==> config.mk <==
export PLATFORM = sky130hd
export DESIGN_NAME = rgb_to_ycc_flat
export DESIGN_NICKNAME = d
export VERILOG_FILES = /design/src/rtl/jpeg_ycc_pkg.sv /design/src/rtl/rgb_to_ycc_if.sv /design/src/rtl/ycc_clamp8.sv /design/src/rtl/rgb_to_ycc.sv /design/src/flat_wrapper.sv
export SDC_FILE = /design/constraint.sdc
export NUM_CORES = 1
export LEC_CHECK = 0
export ABC_AREA = 0
export BUFFER_PORTS_ARGS = -buffer_cell sky130_fd_sc_hd__buf_2
export CORE_UTILIZATION = 45
export CTS_CLUSTER_SIZE = 28
export DETAILED_ROUTE_END_ITERATION = 16
export PLACE_DENSITY = 0.68
export SLEW_MARGIN = 40
export SYNTH_ARGS = -nofsm -noshare
export SYNTH_HDL_FRONTEND = slang
export SYNTH_SLANG_ARGS = --single-unit
==> constraint.sdc <==
create_clock -name clk -period 5.2 [get_ports clk]
set_input_delay 0 -clock clk [delete_from_list [all_inputs] [get_ports clk]]
set_output_delay 0 -clock clk [all_outputs]
set_load 0.03 [all_outputs]
==> src/rtl/jpeg_ycc_pkg.sv <==
// rtl/jpeg_ycc_pkg.sv - shared coefficients, offsets and pixel type for RGB to YCbCr conversion
package jpeg_ycc_pkg;

   localparam int YCC_FRAC = 16;
   localparam int SUM_W    = 26;

   typedef logic signed [SUM_W-1:0] sum_t;

   // JFIF Q16 coefficients, row = output component, column = R, G, B
   localparam sum_t C_Y_R  =  26'sd19595;
   localparam sum_t C_Y_G  =  26'sd38470;
   localparam sum_t C_Y_B  =  26'sd7471;
   localparam sum_t C_CB_R = -26'sd11059;
   localparam sum_t C_CB_G = -26'sd21709;
   localparam sum_t C_CB_B =  26'sd32768;
   localparam sum_t C_CR_R =  26'sd32768;
   localparam sum_t C_CR_G = -26'sd27439;
   localparam sum_t C_CR_B = -26'sd5329;

   typedef struct packed {
      logic [7:0] y;
      logic [7:0] cb;
      logic [7:0] cr;
   } ycc_pix_t;

   // Rounding offset for luma: half an LSB of the integer result
   function automatic sum_t ofs_y(input int frac);
      return sum_t'(1 << (frac - 1));
   endfunction

   // Chroma offset: re-centre to 128 plus rounding half LSB
   function automatic sum_t ofs_c(input int frac);
      return sum_t'((128 << frac) + (1 << (frac - 1)));
   endfunction

   localparam sum_t OFS_Y = ofs_y(YCC_FRAC);
   localparam sum_t OFS_C = ofs_c(YCC_FRAC);

   // Unsigned 8-bit sample times signed coefficient; true result always fits SUM_W
   function automatic sum_t mul8(input logic [7:0] v, input sum_t c);
      sum_t sv;
      sv = {{(SUM_W-8){1'b0}}, v};
      return sv * c;
   endfunction

endpackage

==> src/rtl/rgb_to_ycc_if.sv <==
// rtl/rgb_to_ycc_if.sv - pixel-in / pixel-out handshake bundle for rgb_to_ycc
interface rgb_to_ycc_if;

   logic       in_valid;
   logic       in_ready;
   logic [7:0] in_r;
   logic [7:0] in_g;
   logic [7:0] in_b;

   logic       out_valid;
   logic       out_ready;
   logic [7:0] out_y;
   logic [7:0] out_cb;
   logic [7:0] out_cr;
   logic       out_last;

   modport slave (
      input  in_valid, in_r, in_g, in_b, out_ready,
      output in_ready, out_valid, out_y, out_cb, out_cr, out_last
   );

   modport master (
      output in_valid, in_r, in_g, in_b, out_ready,
      input  in_ready, out_valid, out_y, out_cb, out_cr, out_last
   );

endinterface

==> src/rtl/ycc_clamp8.sv <==
// rtl/ycc_clamp8.sv - arithmetic shift of a fixed-point sum and saturation to 0..255
module ycc_clamp8 import jpeg_ycc_pkg::*; #(
   parameter int FRAC = YCC_FRAC
) (
   input  sum_t       sum,
   output logic [7:0] val
);

   sum_t shifted;

   // Negative results floor to 0, anything with bits above bit 7 saturates to 255
   always_comb begin
      shifted = sum >>> FRAC;
      if (shifted[SUM_W-1]) begin
         val = 8'd0;
      end else if (|shifted[SUM_W-2:8]) begin
         val = 8'd255;
      end else begin
         val = shifted[7:0];
      end
   end

endmodule

==> src/rtl/rgb_to_ycc.sv <==
// rtl/rgb_to_ycc.sv - 3-stage RGB to JFIF YCbCr converter with MCU block last flag
module rgb_to_ycc import jpeg_ycc_pkg::*; #(
   parameter int BLOCK_PIX = 64,
   parameter int FRAC      = YCC_FRAC
) (
   input logic         clk,
   input logic         rst,
   rgb_to_ycc_if.slave bus
);

   localparam int   CNT_W  = $clog2(BLOCK_PIX);
   localparam sum_t OFS_YV = ofs_y(FRAC);
   localparam sum_t OFS_CV = ofs_c(FRAC);

   logic             advance;
   logic             accept;
   logic [CNT_W-1:0] pix_cnt;
   logic             cnt_wrap;

   logic v1, v2, v3;
   logic l1, l2, l3;

   sum_t p_yr, p_yg, p_yb;
   sum_t p_cbr, p_cbg, p_cbb;
   sum_t p_crr, p_crg, p_crb;
   sum_t s_y, s_cb, s_cr;

   ycc_pix_t pix_c;
   ycc_pix_t pix3;

   // The whole pipeline moves together; it only freezes when the output is held
   assign advance      = !v3 || bus.out_ready;
   assign accept       = bus.in_valid && advance;
   assign cnt_wrap     = (pix_cnt == CNT_W'(BLOCK_PIX - 1));
   assign bus.in_ready = advance;

   // Position of the next accepted pixel within its MCU block
   always_ff @(posedge clk) begin
      if (rst) begin
         pix_cnt <= '0;
      end else if (accept) begin
         pix_cnt <= cnt_wrap ? '0 : pix_cnt + 1'b1;
      end
   end

   // Stage valid bits and the last flag riding alongside each pixel
   always_ff @(posedge clk) begin
      if (rst) begin
         v1 <= 1'b0;
         v2 <= 1'b0;
         v3 <= 1'b0;
         l1 <= 1'b0;
         l2 <= 1'b0;
         l3 <= 1'b0;
      end else if (advance) begin
         v1 <= bus.in_valid;
         v2 <= v1;
         v3 <= v2;
         l1 <= bus.in_valid && cnt_wrap;
         l2 <= l1;
         l3 <= l2;
      end
   end

   // S1: the nine coefficient products
   always_ff @(posedge clk) begin
      if (advance) begin
         p_yr  <= mul8(bus.in_r, C_Y_R);
         p_yg  <= mul8(bus.in_g, C_Y_G);
         p_yb  <= mul8(bus.in_b, C_Y_B);
         p_cbr <= mul8(bus.in_r, C_CB_R);
         p_cbg <= mul8(bus.in_g, C_CB_G);
         p_cbb <= mul8(bus.in_b, C_CB_B);
         p_crr <= mul8(bus.in_r, C_CR_R);
         p_crg <= mul8(bus.in_g, C_CR_G);
         p_crb <= mul8(bus.in_b, C_CR_B);
      end
   end

   // S2: three-term sums with rounding and chroma re-centring offsets
   always_ff @(posedge clk) begin
      if (advance) begin
         s_y  <= p_yr  + p_yg  + p_yb  + OFS_YV;
         s_cb <= p_cbr + p_cbg + p_cbb + OFS_CV;
         s_cr <= p_crr + p_crg + p_crb + OFS_CV;
      end
   end

   ycc_clamp8 #(.FRAC(FRAC)) u_clamp_y  (.sum(s_y),  .val(pix_c.y));
   ycc_clamp8 #(.FRAC(FRAC)) u_clamp_cb (.sum(s_cb), .val(pix_c.cb));
   ycc_clamp8 #(.FRAC(FRAC)) u_clamp_cr (.sum(s_cr), .val(pix_c.cr));

   // S3: shifted and saturated output pixel, held while downstream stalls
   always_ff @(posedge clk) begin
      if (rst) begin
         pix3 <= '0;
      end else if (advance) begin
         pix3 <= pix_c;
      end
   end

   assign bus.out_valid = v3;
   assign bus.out_y     = pix3.y;
   assign bus.out_cb    = pix3.cb;
   assign bus.out_cr    = pix3.cr;
   assign bus.out_last  = l3;

endmodule

==> src/flat_wrapper.sv <==
// flat-port wrapper written by rule: the top's interface ports become plain ports
module rgb_to_ycc_flat import jpeg_ycc_pkg::*;
#(
   parameter int BLOCK_PIX = 64,
   parameter int FRAC      = YCC_FRAC
)
  (clk, rst, bus_in_valid, bus_in_r, bus_in_g, bus_in_b, bus_out_ready, bus_in_ready, bus_out_valid, bus_out_y, bus_out_cb, bus_out_cr, bus_out_last);
  rgb_to_ycc_if bus_i ();
  input logic clk;
  input logic rst;
  input wire logic [$bits(bus_i.in_valid)-1:0] bus_in_valid;
  input wire logic [$bits(bus_i.in_r)-1:0] bus_in_r;
  input wire logic [$bits(bus_i.in_g)-1:0] bus_in_g;
  input wire logic [$bits(bus_i.in_b)-1:0] bus_in_b;
  input wire logic [$bits(bus_i.out_ready)-1:0] bus_out_ready;
  output wire logic [$bits(bus_i.in_ready)-1:0] bus_in_ready;
  output wire logic [$bits(bus_i.out_valid)-1:0] bus_out_valid;
  output wire logic [$bits(bus_i.out_y)-1:0] bus_out_y;
  output wire logic [$bits(bus_i.out_cb)-1:0] bus_out_cb;
  output wire logic [$bits(bus_i.out_cr)-1:0] bus_out_cr;
  output wire logic [$bits(bus_i.out_last)-1:0] bus_out_last;
  assign bus_i.in_valid = bus_in_valid;
  assign bus_i.in_r = bus_in_r;
  assign bus_i.in_g = bus_in_g;
  assign bus_i.in_b = bus_in_b;
  assign bus_i.out_ready = bus_out_ready;
  assign bus_in_ready = bus_i.in_ready;
  assign bus_out_valid = bus_i.out_valid;
  assign bus_out_y = bus_i.out_y;
  assign bus_out_cb = bus_i.out_cb;
  assign bus_out_cr = bus_i.out_cr;
  assign bus_out_last = bus_i.out_last;
  rgb_to_ycc #(.BLOCK_PIX(BLOCK_PIX), .FRAC(FRAC)) u_core (.clk(clk), .rst(rst), .bus(bus_i));
endmodule
; After elaboration in Yosys (flattened, before gate mapping)
; Cells that the tools add are included.
[totals]
ff_bits = 311
elab_cells = 54
[classes]
n_addsub = 10
n_mul = 7
n_eq_ne = 1
mux = 7
reduce_logical = 7
[op_table]
columns = op, count
row1 = $add A26 B26 Y26, 4
row2 = $add A26 B25 Y26 const B, 2
row3 = $mul A9 B16 Y25 const B, 2
row4 = $mux W8, 6
row5 = $mul A8 B15 Y23 const B, 2
row6 = $add A24 B26 Y26, 1
row7 = $add A26 B17 Y26 const B, 1
row8 = $add A26 B24 Y26, 1
row9 = $mul A9 B15 Y24 const B, 1
row10 = $mul A9 B14 Y23 const B, 1
row11 = $mul A8 B13 Y21 const B, 1
row12 = $add A6 B1 Y6 const B, 1
row13 = $eq A6 B6 Y1 const B, 1
row14 = $mux W6, 1
row15 = $reduce_or A2 Y1, 3
row16 = $logic_and A1 B1 Y1, 2
row17 = $logic_not A1 Y1, 1
row18 = $logic_or A1 B1 Y1, 1

; Logic depth before layout (Yosys ltp)
[depth]
word_depth = 3
depth_mapped = 17
ltp_nobuf = 17

; Hierarchy
; A second synthesis with hierarchy kept.
[unflattened]
hier_cells = 2698
hier_area_um2 = 28850.2
[by_module_without_submodules]
columns = module, n_inst, cells_per_inst, area_per_inst_um2
row1 = rgb_to_ycc, 1, 2671, 28576.2
row2 = ycc_clamp8, 3, 9, 91.3

; Worst setup path before layout
; Ideal clock, no wire load.
[synth_path]
path_type = register to register
start = register u_core.v3, in the netlist u_core.bus.out_valid
end = register u_core.pix_cnt[5]
arrival_ps = 4044
path_slack_ps = 1042
stages_incl_launch_ff = 10
path_buffers = 2
synth_period_minus_slack_ps = 4158
cell_sequence = dfxtp_1 nor2b_1 buf_2 inv_2 and2_1 buf_2 nand4_1 or2_2 xor2_1 nor2_1
[synth_between]
elab_chain_cells = 3
[synth_lines]
columns = item, line
row1 = from (decl), rgb_to_ycc.sv:20  ; logic v1, v2, v3;
row2 = from (signal assigned), rgb_to_ycc.sv:58  ; v3 <= v2;
row3 = $logic_not A1 Y1, rgb_to_ycc.sv:32  ; assign advance = !v3 || bus.out_ready;
row4 = $logic_or A1 B1 Y1, rgb_to_ycc.sv:32
row5 = named net bus_in_ready, flat_wrapper.sv:16  ; output wire logic [$bits(bus_i.in_ready)-1:0] bus_in_ready;
row6 = $logic_and A1 B1 Y1, rgb_to_ycc.sv:33  ; assign accept = bus.in_valid && advance;
row7 = to (signal assigned), rgb_to_ycc.sv:42  ; pix_cnt <= cnt_wrap ? '0 : pix_cnt + 1'b1;
row8 = to (decl), rgb_to_ycc.sv:17  ; logic [CNT_W-1:0] pix_cnt;
; The timed path passes the listed nets, and every way through them passes these cells.
; A chain may end at the register's enable or synchronous reset.

; Worst setup path in the final report
[layout_path]
start = input bus_in_g[0]
end = register u_core.p_cbg[21] (data pin)
[layout_between]
elab_chain_cells = 1
[layout_lines]
columns = item, line
row1 = from (decl), flat_wrapper.sv:13  ; input wire logic [$bits(bus_i.in_g)-1:0] bus_in_g;
row2 = $mul A9 B16 Y25, jpeg_ycc_pkg.sv:43  ; return sv * c;
row3 = to (signal assigned), rgb_to_ycc.sv:72  ; p_cbg <= mul8(bus.in_g, C_CB_G);
row4 = to (decl), rgb_to_ycc.sv:24  ; sum_t p_cbr, p_cbg, p_cbb;
; No other way between the ends.

==> run_results.csv <==
group,metric,value,unit
floorplanning,die_y,246,µm
place,dp_slack,702,ps
logic_synthesis,ys_types,82,
floorplanning,io-pin-count,55,
logic_synthesis,synth_edf_count,200,
floorplanning,die_x,246,µm
place,dpl.hpwl,50200,µm
sta,max-slew-margin-rel,52.5,%
clock_tree,cts_max_level,1,
sta,setup_violations,0,
clock_tree,path_clk_slew,60,ps
cells_and_area,area_growth,8.69,%
power_and_ir_drop,pwr-share-seq,20.7,%
power_and_ir_drop,leakage,14.3,nW
power_and_ir_drop,powerDensity,682,mW/mm²
logic_synthesis,synthesis.nets,3404,
global_routing,antenna_found_initial,2,
place,placed_area,0.0279,mm²
cells_and_area,nNetsFinal,3485,
sta,finalHoldViolCount,0,
logic_synthesis,yosys-top-cells-area,"ha_1 (25%), edfxtp_1 (22%), fa_1 (19%)",
clock_tree,cts-resized-gates,0,
critical_path,cp.arrival,4760,ps
sta,fmax,0.223,GHz
place,gp_congestion,0.935,
critical_path,crit_fanout,11,
detailed_routing,route.detailed.drc,0,
logic_synthesis,synthArstFlopShare,0,%
detailed_routing,num_vias,18400,
power_and_ir_drop,internal_power,10.8,mW
clock_tree,cts_tree,"built",
sta,fin_ws,725,ps
power_and_ir_drop,power_switching,9.07,mW
logic_synthesis,synthMuxAreaShare,0.112,%
clock_tree,ctsLongestPathBuffers,3,
sta,rsz0062_at_grt,"no",
floorplanning,start_util,45.4,%
cells_and_area,fin_area,0.0291,mm²
power_and_ir_drop,sw_frac_of_total,45.8,%
detailed_routing,ant_nets,0,
clock_tree,cts_buffers,27,
power_and_ir_drop,clkPwrFrac,10.0,%
critical_path,crit_type,"primary input to flip-flop",
logic_synthesis,ys_seq_area_share,25.1,%
power_and_ir_drop,fin_total_pwr,19.8,mW
logic_synthesis,yosysTopAreaCell,"ha_1",
logic_synthesis,synth_top_area_share,24.9,%
power_and_ir_drop,combPwrFrac,69.3,%
critical_path,path_cells,"dlygate4sd3_1 -> buf_2 -> fa_1 -> inv_1 -> fa_1 -> inv_1 -> fa_1 -> inv_1 -> fa_1 -> inv_1 -> ha_1 -> a21oi_1 -> o21bai_1 -> nor2b_1 -> a211oi_1 -> o311ai_1",
sta,tns,0,ps
min_path,hold_class,"primary input to flip-flop",
logic_synthesis,syn_inst,2595,
detailed_routing,routed_wl,60500,µm
cells_and_area,fill_cells,5263,
clock_tree,clk_latency,550,ps
global_routing,grt_start_max_net_pins,88,
detailed_routing,viasPerCell,5.31,
place,io_buffers,54,
clock_tree,clock_sinks,236,
status,run_status,"finished, final reports clean",
power_and_ir_drop,peakVddDrop,0.529,mV
cells_and_area,layout-drive-gt1-share,5.04,%
floorplanning,core_area,0.0589,mm²
sta,report.final.slew_viol_count,0,
logic_synthesis,yosys_register_bits,236,
critical_path,start_kind,"primary input",
critical_path,slowest_stage,"fa_1",
logic_synthesis,synth_top_family_by_area,"adder cells",
critical_path,worstPathRequired,5490,ps
logic_synthesis,yosys_most_used_dff,"edfxtp_1",
logic_synthesis,synth-compound-area-share,10.1,%
logic_synthesis,synth-simple-area-share,8.93,%
critical_path,slowest_delay,720,ps
logic_synthesis,syn_area,0.0268,mm²
detailed_routing,drt_iter0_drc,1005,
sta,tightest_slew,712,ps
sta,clock_skew,11.3,ps
logic_synthesis,synthAdderAreaFrac,43.5,%
run,cap_violations,0,
critical_path,endpoint_kind,"flip-flop",
sta,min_period,4480,ps
logic_synthesis,yosysWarnings,0,
global_routing,globalRouteOverflowTotal,0,
floorplanning,num_rows,89,
clock_tree,cts_hold_buf,23,
detailed_routing,avgRoutedWirePerCell,17.4,µm
global_routing,grt_pass1_vias,19000,
logic_synthesis,synthTopCellsByCount,"ha_1 (533), inv_1 (516), fa_1 (248)",
logic_synthesis,synthXorXnorAreaFrac,4.55,%
sta,period_share,86.1,%
logic_synthesis,synth_area_per_cell,10.3,µm²
global_routing,grtUsageTotal,20.7,%
clock_tree,post-cts-setup-buffers,0,
critical_path,rrSetupSlack,1520,ps
floorplanning,die-area,0.0604,mm²
clock_tree,clock-root-buffer,"clkbuf_16",
detailed_routing,firstDrtPassIters,6,
global_routing,grt_pass1_wl,98300,µm
sta,whs,55.2,ps
logic_synthesis,yosysMostFrequentCell,"ha_1",
## cell type report
cell class,instances,area (µm²),share of cell area [%]
Tap cell,773,967,3.33
Inverter,517,1950,6.70
Multi-Input combinational cell,1814,18000,61.9
Timing Repair Buffer,80,527,1.81
Sequential cell,236,6730,23.1
Clock buffer,33,749,2.58
Clock inverter,16,171,0.589
Antenna cell,1,2.50,0.00860
## metrics by stage
stage / utilization [%] / cells
after global routing: 49.4 / 3469
after detailed placement: 47.4 / 3397
after floorplan: - / 2595
final: 49.4 / 3470
after CTS: 49.4 / 3469
after global placement: 47.4 / 3397
## state kept, by name, summed over array words and instances (netlist names), 7 cells and up
| name | count |
|---|---|
| u_core.bus.out_cr | 8 |
| u_core.p_cbg | 24 |
| u_core.s_y | 10 |
| u_core.p_crg | 25 |
| u_core.bus.out_y | 8 |
| u_core.p_crb | 23 |
| u_core.p_cbb | 7 |
| u_core.p_yb | 19 |
| u_core.s_cb | 10 |
| u_core.bus.out_cb | 8 |
| u_core.p_yr | 22 |
| u_core.p_yg | 20 |
| u_core.p_cbr | 24 |
| u_core.s_cr | 10 |
## worst max-delay path, delay by kind of cell
kind / cells / cell delay (ps)
adders and majority gates: 5 / 2650
and+or+nand+nor: 1 / 100
buffers and inverters: 6 / 1110
AOI/OAI and AO/OA: 4 / 880
## metal layers
layer | track usage [%] | vias up | wire length [µm]
met1 | 27.2 | 9027 | 27400
met2 | 34.7 | 303 | 28300
met4 | 7.91 | 4 | 2410
met3 | 2.62 | 80 | 2380
met5 | 0 | - | 25
li1 | - | 9016 | -
## logic make-up after synthesis
logic type | after synthesis
compound gates | 404
xor+xnor | 139
fa+ha+maj | 781
buf+inv | 545
flops | 236
mux | 3
simple gates | 487
## placed cells by master (no fill, tap or decap), drive strengths merged, types with 18 or more instances in the layout
| cell type | count |
|---|---|
| a21o | 42 |
| a21oi | 144 |
| a31oi | 18 |
| and3 | 21 |
| buf | 57 |
| clkbuf | 33 |
| dfxtp | 36 |
| dlygate4sd3 | 23 |
| edfxtp | 200 |
| fa | 248 |
| ha | 533 |
| inv | 518 |
| nand2 | 76 |
| nand2b | 18 |
| nand3 | 40 |
| nand4 | 19 |
| nor2 | 158 |
| nor2b | 20 |
| nor3 | 74 |
| o21a | 18 |
| o21ai | 61 |
| o21bai | 20 |
| xnor2 | 106 |
| xor2 | 33 |
## final timing paths
path,startpoint,end,cells past startpoint
worst min-delay path,bus_in_g[4],u_core.p_crg[4],2
worst min register to register,u_core.v2,u_core.v2,2
worst max register to register,u_core.p_crb[0],u_core.s_cb[24],12
worst max-delay path,bus_in_g[0],u_core.p_cbg[21],16
## power groups by stage
stage | Combinational [mW] | Sequential [mW] | Clock, mW
global route | 15.6 | 4.19 | 2.09
finish | 13.7 | 4.11 | 1.98
global placement | 13.2 | 4.14 | 0
CTS | 13.8 | 4.13 | 2.03
detailed placement | 13.6 | 4.16 | 0
floorplan | 10.5 | 3.99 | 0
Power figures use the tool's default switching activity.
